[src/rtl/icache_pkg.sv]
// Shared types and width helpers for the direct-mapped instruction cache.
package icache_pkg;

   localparam int D_W_DEF     = 16;
   localparam int A_W_DEF     = 8;
   localparam int LINES_DEF   = 4;
   localparam int MEM_LAT_DEF = 1;

   typedef enum logic [1:0] {
      IDLE = 2'd0,
      FILL = 2'd1,
      RESP = 2'd2
   } state_t;

   // Bits needed to hold values 0..n-1, never less than one.
   function automatic int bits_for(input int n);
      return (n > 2) ? $clog2(n) : 1;
   endfunction

   localparam int IDX_W_DEF = bits_for(LINES_DEF);
   localparam int TAG_W_DEF = A_W_DEF - IDX_W_DEF;

   function automatic logic [7:0] sat_inc8(input logic [7:0] v);
      return (v == 8'hFF) ? v : v + 8'd1;
   endfunction

endpackage

[src/rtl/icache_tag_array.sv]
// Valid/tag/data storage for the cache lines: combinational lookup,
// one synchronous write port, valid bits cleared asynchronously.
module icache_tag_array
   import icache_pkg::*;
#(
   parameter int D_WIDTH = D_W_DEF,
   parameter int LINES   = LINES_DEF,
   parameter int IDX_W   = IDX_W_DEF,
   parameter int TAG_W   = TAG_W_DEF
) (
   input  logic               i_clk,
   input  logic               i_rst_n,
   input  logic [IDX_W-1:0]   i_rd_idx,
   input  logic [TAG_W-1:0]   i_rd_tag,
   output logic               o_hit,
   output logic [D_WIDTH-1:0] o_rdata,
   input  logic               i_wr_en,
   input  logic [IDX_W-1:0]   i_wr_idx,
   input  logic [TAG_W-1:0]   i_wr_tag,
   input  logic [D_WIDTH-1:0] i_wr_data
);

   logic [LINES-1:0]   r_valid;
   logic [TAG_W-1:0]   r_tag  [LINES];
   logic [D_WIDTH-1:0] r_data [LINES];

   // Lookup of the line selected by the fetch address.
   always_comb begin
      o_hit   = r_valid[i_rd_idx] && (r_tag[i_rd_idx] == i_rd_tag);
      o_rdata = r_data[i_rd_idx];
   end

   // Line storage; any write leaves the line valid.
   always_ff @(posedge i_clk or negedge i_rst_n) begin
      if (!i_rst_n) begin
         r_valid <= '0;
         for (int i = 0; i < LINES; i++) begin
            r_tag[i]  <= '0;
            r_data[i] <= '0;
         end
      end else if (i_wr_en) begin
         r_valid[i_wr_idx] <= 1'b1;
         r_tag[i_wr_idx]   <= i_wr_tag;
         r_data[i_wr_idx]  <= i_wr_data;
      end
   end

endmodule

[src/rtl/icache_dm.sv]
// Direct-mapped instruction cache with write-through program loading.
// Define ICACHE_STATS_EN to build the saturating hit/miss counters.
module icache_dm
   import icache_pkg::*;
#(
   parameter int D_WIDTH = D_W_DEF,
   parameter int A_WIDTH = A_W_DEF,
   parameter int LINES   = LINES_DEF,
   parameter int MEM_LAT = MEM_LAT_DEF
) (
   input  logic               g_clk,
   input  logic               g_clr,
   input  logic [A_WIDTH-1:0] cpu_addr,
   input  logic               cpu_rd,
   input  logic               cpu_wr,
   input  logic [D_WIDTH-1:0] cpu_wdata,
   output logic [D_WIDTH-1:0] cpu_rdata,
   output logic               i_odv,
   output logic [A_WIDTH-1:0] mem_addr,
   output logic               mem_rd,
   output logic               mem_wr,
   output logic [D_WIDTH-1:0] mem_wdata,
   input  logic [D_WIDTH-1:0] mem_rdata,
   output logic [7:0]         hit_cnt,
   output logic [7:0]         miss_cnt
);

   localparam int IW = bits_for(LINES);
   localparam int TW = A_WIDTH - IW;
   localparam int CW = bits_for(MEM_LAT);

   state_t             r_state;
   state_t             w_next;
   logic [A_WIDTH-1:0] r_addr;
   logic [CW-1:0]      r_cnt;
   logic [D_WIDTH-1:0] r_fill;
   logic [D_WIDTH-1:0] r_last;

   logic               w_req_rd;
   logic               w_req_wr;
   logic               w_hit;
   logic [D_WIDTH-1:0] w_line;
   logic               w_miss;
   logic               w_fill_done;
   logic               w_wr_en;
   logic [IW-1:0]      w_wr_idx;
   logic [TW-1:0]      w_wr_tag;
   logic [D_WIDTH-1:0] w_wr_data;

   // Requests are masked while reset is held so the outputs read zero at once.
   assign w_req_rd = cpu_rd & g_clr;
   assign w_req_wr = cpu_wr & g_clr;

   icache_tag_array #(
      .D_WIDTH (D_WIDTH),
      .LINES   (LINES),
      .IDX_W   (IW),
      .TAG_W   (TW)
   ) u_tags (
      .i_clk     (g_clk),
      .i_rst_n   (g_clr),
      .i_rd_idx  (cpu_addr[IW-1:0]),
      .i_rd_tag  (cpu_addr[A_WIDTH-1:IW]),
      .o_hit     (w_hit),
      .o_rdata   (w_line),
      .i_wr_en   (w_wr_en),
      .i_wr_idx  (w_wr_idx),
      .i_wr_tag  (w_wr_tag),
      .i_wr_data (w_wr_data)
   );

   // Next state, memory strobes, response mux and line-write control.
   always_comb begin
      w_next      = r_state;
      mem_addr    = cpu_addr;
      mem_rd      = 1'b0;
      mem_wr      = 1'b0;
      mem_wdata   = cpu_wdata;
      i_odv       = 1'b0;
      cpu_rdata   = r_last;
      w_miss      = 1'b0;
      w_fill_done = 1'b0;
      w_wr_en     = 1'b0;
      w_wr_idx    = cpu_addr[IW-1:0];
      w_wr_tag    = cpu_addr[A_WIDTH-1:IW];
      w_wr_data   = cpu_wdata;
      case (r_state)
         IDLE: begin
            if (w_req_wr) begin
               mem_wr  = 1'b1;
               i_odv   = 1'b1;
               w_wr_en = w_hit;
            end else if (w_req_rd && w_hit) begin
               cpu_rdata = w_line;
               i_odv     = 1'b1;
            end else if (w_req_rd) begin
               mem_rd = 1'b1;
               w_miss = 1'b1;
               w_next = FILL;
            end else begin
               w_next = IDLE;
            end
         end
         FILL: begin
            mem_addr  = r_addr;
            w_wr_idx  = r_addr[IW-1:0];
            w_wr_tag  = r_addr[A_WIDTH-1:IW];
            w_wr_data = mem_rdata;
            if (r_cnt == '0) begin
               w_fill_done = 1'b1;
               w_wr_en     = 1'b1;
               w_next      = RESP;
            end else begin
               w_next = FILL;
            end
         end
         RESP: begin
            mem_addr = r_addr;
            w_next   = IDLE;
            if (w_req_rd && (cpu_addr == r_addr)) begin
               cpu_rdata = r_fill;
               i_odv     = 1'b1;
            end else begin
               i_odv = 1'b0;
            end
         end
         default: begin
            w_next = IDLE;
         end
      endcase
   end

   // FSM state register.
   always_ff @(posedge g_clk or negedge g_clr) begin
      if (!g_clr) begin
         r_state <= IDLE;
      end else begin
         r_state <= w_next;
      end
   end

   // Miss address latch, RAM wait counter, fill word and last delivered word.
   always_ff @(posedge g_clk or negedge g_clr) begin
      if (!g_clr) begin
         r_addr <= '0;
         r_cnt  <= '0;
         r_fill <= '0;
         r_last <= '0;
      end else begin
         if (w_miss) begin
            r_addr <= cpu_addr;
            r_cnt  <= CW'(MEM_LAT - 1);
         end else if ((r_state == FILL) && (r_cnt != '0)) begin
            r_cnt <= r_cnt - CW'(1);
         end
         if (w_fill_done) begin
            r_fill <= mem_rdata;
         end
         if (i_odv) begin
            r_last <= cpu_rdata;
         end
      end
   end

`ifdef ICACHE_STATS_EN
   logic       w_rd_hit;
   logic [7:0] r_hit_cnt;
   logic [7:0] r_miss_cnt;

   assign w_rd_hit = (r_state == IDLE) && w_req_rd && !w_req_wr && w_hit;

   // Saturating hit/miss statistics.
   always_ff @(posedge g_clk or negedge g_clr) begin
      if (!g_clr) begin
         r_hit_cnt  <= 8'h00;
         r_miss_cnt <= 8'h00;
      end else begin
         if (w_rd_hit) begin
            r_hit_cnt <= sat_inc8(r_hit_cnt);
         end
         if (w_miss) begin
            r_miss_cnt <= sat_inc8(r_miss_cnt);
         end
      end
   end

   assign hit_cnt  = r_hit_cnt;
   assign miss_cnt = r_miss_cnt;
`else
   assign hit_cnt  = 8'h00;
   assign miss_cnt = 8'h00;
`endif

endmodule

[config.mk]
export PLATFORM = sky130hd
export DESIGN_NAME = icache_dm
export DESIGN_NICKNAME = d
export VERILOG_FILES = /design/src/rtl/icache_pkg.sv /design/src/rtl/icache_tag_array.sv /design/src/rtl/icache_dm.sv
export SDC_FILE = /design/constraint.sdc
export NUM_CORES = 1
export LEC_CHECK = 0
export CAP_MARGIN = 10
export CORE_UTILIZATION = 45
export DETAILED_ROUTE_END_ITERATION = 8
export PLACE_DENSITY = 0.71
export REMOVE_ABC_BUFFERS = 1
export SYNTH_ARGS = -nofsm -noshare
export SYNTH_HDL_FRONTEND = slang
export SYNTH_HIERARCHICAL = 1
export SYNTH_SLANG_ARGS = --single-unit
[constraint.sdc]
create_clock -name g_clk -period 3.5 [get_ports g_clk]
set_input_delay 0.7 -clock g_clk [delete_from_list [all_inputs] [get_ports g_clk]]
set_output_delay 0.7 -clock g_clk [all_outputs]
set_load 0.1 [all_outputs]
Word level (Yosys, flattened, before mapping):

Cells that the tools add are included.
Widths: inputs -> output; s select.

* reductions and logical operators: 10
* $add $sub $neg: 1
* mux-type cells: 45
* bitwise gates (word level): 5
* equality and inequality tests: 6
* $lt $le $gt $ge: 6

Operators with widths (number)
* $mux 16: 7
* $bwmux 64: 1
* $bmux 16 s2: 1
* $demux 16 s2: 1
* $pmux 16 s2: 1
* $bwmux 24: 1
* $mux 6: 4
* $mux 1: 17
* $bmux 6 s2: 1
* $demux 6 s2: 1
* $eq 8x8->1: 1
* $mux 2: 4
* $mux 8: 1
* $eq 6x6->1: 1
* $ge 3x3->1 const B: 2
* $logic_and 1x1->1: 6
* $lt 2x3->1 const B: 2
* $not 2->3: 2
* $ne 2x2->1 const B: 2
* $or 4x4->4: 1
* $pmux 1 s2: 2
* $pmux 2 s2: 1
* $lt 3x1->1 const B: 1
* $and 1x1->1: 2
* 10 further kinds: 10

* word-level logic and storage cells: 87
* register bits: 135
* bits of input ports: 44

Logic depth before layout (Yosys ltp):

Gate-level depths: netlist (run 1).

* depth after elaboration: 11
* gate-level depth with buffers: 11
* depth with buffers taken out: 8

Hierarchy:

Netlist (run 1), hierarchy kept.

By module, submodules not included
* icache_tag_array: area an instance 4087.7 um2, cells an instance 238, seq. area each 2302.2 um2, times used 1
* icache_dm: area an instance 2747.6 um2, cells an instance 235, seq. area each 1076.0 um2, times used 1

Least setup slack after synthesis (run 1):

Ideal clock, no wire load.

* path type: input -> output
* start: input cpu_addr[1]
* end: output i_odv
* buffers on the path: 0
* arrival: 3288 ps
* stages: 4
* data required time: 2800 ps
* setup slack: -488 ps
* path through: xor2_1 nor3_2 nand4_2 o21ai_0

* cells in the longest elaborated chain, start to end: 10

RTL lines
* start: declaration: line icache_dm.sv:13 `input logic [A_WIDTH-1:0] cpu_addr,`
* $not 2->3 (implied by the code): line icache_tag_array.sv:29 `o_hit = r_valid[i_rd_idx] && (r_tag[i_rd_idx] == i_rd_tag);`
* $bmux 6 s2: line icache_tag_array.sv:29
* $mux 6 (implied by the code) (2 in series): line icache_tag_array.sv:29
* $eq 6x6->1: line icache_tag_array.sv:29
* $logic_and 1x1->1: line icache_tag_array.sv:29
* $logic_and 1x1->1: line icache_dm.sv:93 `end else if (w_req_rd && w_hit) begin`
* $mux 1: line icache_dm.sv:93
* $mux 1: line icache_dm.sv:89 `if (w_req_wr) begin`
* $pmux 1 s2 *: line icache_dm.sv:87 `case (r_state)`
* end: declaration: line icache_dm.sv:18 `output logic i_odv,`

Every way passes the cells marked *; elsewhere a longest branch is shown, timed or not. The select of a mux whose other input is x is not followed.

Final worst setup path (run 1):

* start: input cpu_addr[0]
* end: output cpu_rdata[11]

* cells in the longest elaborated chain, start to end: 10

RTL lines
* $not 2->3 (implied by the code): line icache_tag_array.sv:29
* $bmux 6 s2: line icache_tag_array.sv:29
* $mux 6 (implied by the code) (2 in series): line icache_tag_array.sv:29
* $eq 6x6->1: line icache_tag_array.sv:29
* $logic_and 1x1->1 *: line icache_tag_array.sv:29
* named net w_hit: line icache_dm.sv:41 `logic w_hit;`
* $logic_and 1x1->1 *: line icache_dm.sv:93
* $mux 16 *: line icache_dm.sv:93
* $mux 16 *: line icache_dm.sv:89
* $pmux 16 s2 *: line icache_dm.sv:87
* end: declaration: line icache_dm.sv:17 `output logic [D_WIDTH-1:0] cpu_rdata,`

The timed path passes the listed nets; every way through them passes the cells marked *. The select of a mux whose other input is x is not followed.

==> results.sh, run 1 <==
export IMPL_coreArea_sq_um=14700
export IMPL_slew_headroom_pct=38.2
export IMPL_die_w_um=125
export IMPL_ios=103
export IMPL_wl_per_cell_um=20.2
export IMPL_layout_cells_non_filler=775
export IMPL_ff2ff_setup_slack_ns=0.73
export IMPL_post_drt_via_cell_ratio=5.63
export IMPL_setup_viol=16
export IMPL_min_period_over_period_pct=104
export IMPL_cap_violations=0
export IMPL_clkLatencyLatePin_ns=0.41
export IMPL_critPathLaunchType="primary input"
export IMPL_ys_seq_area_share_pct=49.4
export IMPL_r2r_cells=10
export IMPL_first_pass_iters=7
export IMPL_finalCriticalPeriod_ns=3.64
export IMPL_worst_slack_ns=-0.144
export IMPL_drive_gt1_share_pct=49.7
export IMPL_finClkSkew_ns=0.00820
export IMPL_status="finished, violations left"
export IMPL_worst_pin_slew_ns=0.928
export IMPL_grt_pass1_vias=4778
export IMPL_cp_required_ns=2.80
export IMPL_fp_dieH_um=125
export IMPL_finalNetCount=626
export IMPL_hold_violations=0
export IMPL_antenna_found_initial=0
export IMPL_ys_types=40
export IMPL_track_usage_pct=21.2
export IMPL_portBuffers=86
export IMPL_syn_area_sq_um=6840
export IMPL_leakagePower_nw=3.89
export IMPL_crit_type="in -> out"
export IMPL_cts_root_buf="clkbuf_16"
export IMPL_syn_to_final_growth_pct=28.9
export IMPL_multiInputGateArea_sq_um=3100
export IMPL_start_util_pct=46.5
export IMPL_syn_inst=473
export IMPL_ant_nets=0
export IMPL_detailroute_via_count=4365
export IMPL_synth_edf_count=0
export IMPL_critPathMaxStageDelay_ns=0.53
export IMPL_diodes=0
export IMPL_drt_iter0_drc=224
export IMPL_hpwl_mm=10.4
export IMPL_die_area_sq_um=15700
export IMPL_synth_flop_cell="dfrtp_1"
export IMPL_drc=19
export IMPL_r2r_end="r_last[1]$_DFFE_PN0P_"
export IMPL_seqCellArea_sq_um=3380
export IMPL_yosys_top_cells_area="dfrtp_1 49%, mux2_2 23%, a221o_1 4.4%, mux4_1 4.2%, buf_4 3.6%"
export IMPL_gp_congestion=0.832
export IMPL_cts_sinks=135
export IMPL_cp_max_fo=8
export IMPL_ys_ff_latch=135
export IMPL_avgSynthCellArea_sq_um=14.5
export IMPL_rsz0062_at_grt="true"
export IMPL_cp_slowest_cell="mux4_2"
export IMPL_p_per_area_nw_per_um2=848
export IMPL_grt_pass1_wl_mm=25.3
export IMPL_n_fill_cell=1107
export IMPL_htreeDepth=4
export IMPL_ir_worst_vdd_mv=0.855
export IMPL_num_rows=44
export IMPL_dp_cells=735
export IMPL_endpoint_kind="output pin"
export IMPL_clk_pin_slew_ns=0.06
export IMPL_grt_max_degree=77
export IMPL_crit_top_cell="buf_12"
export IMPL_clock_path_buffers=2
export IMPL_yosys_warnings=6
export IMPL_synthArstFlopShare_pct=100
export IMPL_cts_tree="built"
export IMPL_path_cells="buf_12 -> mux4_2 -> xnor2_2 -> nand4_1 -> nor3_2 -> nor3b_4 -> o2bb2ai_4 -> buf_12 -> a221o_1 -> buf_12"
export IMPL_hold_path_class="in -> async"
export IMPL_failed_checks="design-rule violations, negative setup slack"
export IMPL_numCtsBuffers=17
export IMPL_grt_overflow=0
export IMPL_synth_top_area_share_pct=49.4
export IMPL_slew_viol_final=0
export IMPL_r2r_start="u_tags/r_tag[20]$_DFFE_PN0P_"
export IMPL_cp_data_arrival_time_ns=2.94
export IMPL_finalSetupTns_ns=-2.13
export IMPL_wirelength_mm=15.6
export IMPL_fmax_ghz=0.274
export IMPL_synth_top_area_cell="dfrtp_1"
critical path: cells and delay by family:
kind / cells / cell delay, ns
compound gates: 2 / 0.52
buf+inv: 3 / 0.45
xor+xnor: 1 / 0.16
simple gates: 3 / 0.57
mux: 1 / 0.53
placed cells by master, fill, tap and decap left out, types with 3 or more instances in the layout:
master / synthesis / layout
a221o_1: 30 / 30
conb_1: 1 / 16
nor2_1: 5 / 4
buf_4: 33 / 61
xnor2_1: 5 / 3
mux4_2: 10 / 14
xor2_1: 9 / 9
and2_4: 0 / 5
inv_1: 6 / 6
nand2b_1: 4 / 4
and2_1: 16 / 11
clkbuf_16: 0 / 19
mux2i_1: 4 / 4
bufinv_16: 0 / 3
clkinv_2: 0 / 4
o21ai_0: 4 / 3
buf_12: 1 / 26
nand2_1: 6 / 6
ha_1: 3 / 3
clkbuf_1: 3 / 3
mux2_2: 142 / 142
mux4_1: 11 / 7
dfrtp_1: 135 / 135
clkdlybuf4s50_1: 0 / 39
state kept, by name (all words and copies together) (netlist names):
| name | cells |
|---|---|
| r_cnt | 1 |
| r_fill | 16 |
| u_tags/r_tag | 24 |
| u_tags/r_valid | 4 |
| r_state | 2 |
| u_tags/r_data | 64 |
| r_addr | 8 |
| r_last | 16 |
final cells by class:
type / instances / share of cell area [%]
Tap cell: 184 / 2.61
Inverter: 6 / 0.256
Multi-Input combinational cell: 287 / 35.2
Sequential cell: 135 / 38.3
Clock inverter: 9 / 1.42
Timing Repair Buffer: 132 / 16.9
Clock buffer: 22 / 5.27
metal layers:
metal,vias to the layer above,global-route usage [%],wire length (um)
met1,2293,26.9,6830
met2,128,36.2,8030
met5,-,0,0
li1,1934,-,-
met4,0,7.17,98
met3,10,4.54,660
kinds of logic (layout without fill, tap and decap cells):
family	count (synthesis)	after routing	synth area share [%]
adder cells (fa/ha/maj)	3	3	0.549
other	1	16	0.0549
AND/OR/NAND/NOR	44	44	4.12
XOR/XNOR	14	14	1.79
flip-flops	135	135	49.4
AO/OA/AOI/OAI	43	43	5.95
buffers and inverters	66	169	6.61
multiplexers	167	167	31.5
synth_stat cells, drive strengths merged, types with 4 or more instances:
master / instances
a221o: 32
and2: 16
buf: 57
dfrtp: 135
inv: 6
mux2: 142
mux2i: 4
mux4: 21
nand2: 6
nand2b: 4
nor2: 5
o21ai: 4
xnor2: 5
xor2: 9
metrics by stage:
step	util (%)	setup slack (ns)	hold WS (ns)	power (mW)	instance area, sq um
6_report	59.9	-0.144	0.0980	7.47	8810
5_1_grt	59.9	-0.214	0.0876	7.82	8810
4_1_cts	59.6	-0.206	0.0830	7.49	8760
3_5_place_dp	54.7	-0.521	0.451	5.62	8040
3_3_place_gp	54.7	-0.411	0.447	5.48	8040
2_1_floorplan	-	-0.530	0.404	4.67	6460
repair_timing:
action | 4_1_cts | 5_1_grt
gates resized for setup | 20 | 9
pin swaps | 20 | 5
setup buffers | 6 | 0
endpoints found under the setup margin | 18 | 17
cloned | 2 | 1
hold endpoints to repair | 0 | 0
hold buffers | 0 | 0
power breakdown:
part / leakage [nW] / internal, mW / switching (mW) / total (mW)
Sequential: 1.65 / 2.26 / 0.404 / 2.67
Clock: 0.286 / 1.15 / 0.624 / 1.77
Combinational: 1.95 / 1.43 / 1.60 / 3.03
how the worst max path moves through the flow:
stage / startpoint / to / slack, ns
detailed placement: cpu_addr[1] / cpu_rdata[4] / -0.52
finish: cpu_addr[0] / cpu_rdata[11] / -0.14
CTS: cpu_addr[0] / cpu_rdata[2] / -0.21
global placement: cpu_addr[1] / cpu_rdata[10] / -0.41
global route: cpu_addr[0] / cpu_rdata[11] / -0.21
floorplan: cpu_addr[0] / cpu_rdata[0] / -0.53
No activity file was read; power rests on OpenSTA's default activity.
==> inputs of run 2 (changes only) <==
CAP_MARGIN = 30   (was 10)
==> results of run 2 <==
Final layout, timing and power as in run 1 (identical DEF).
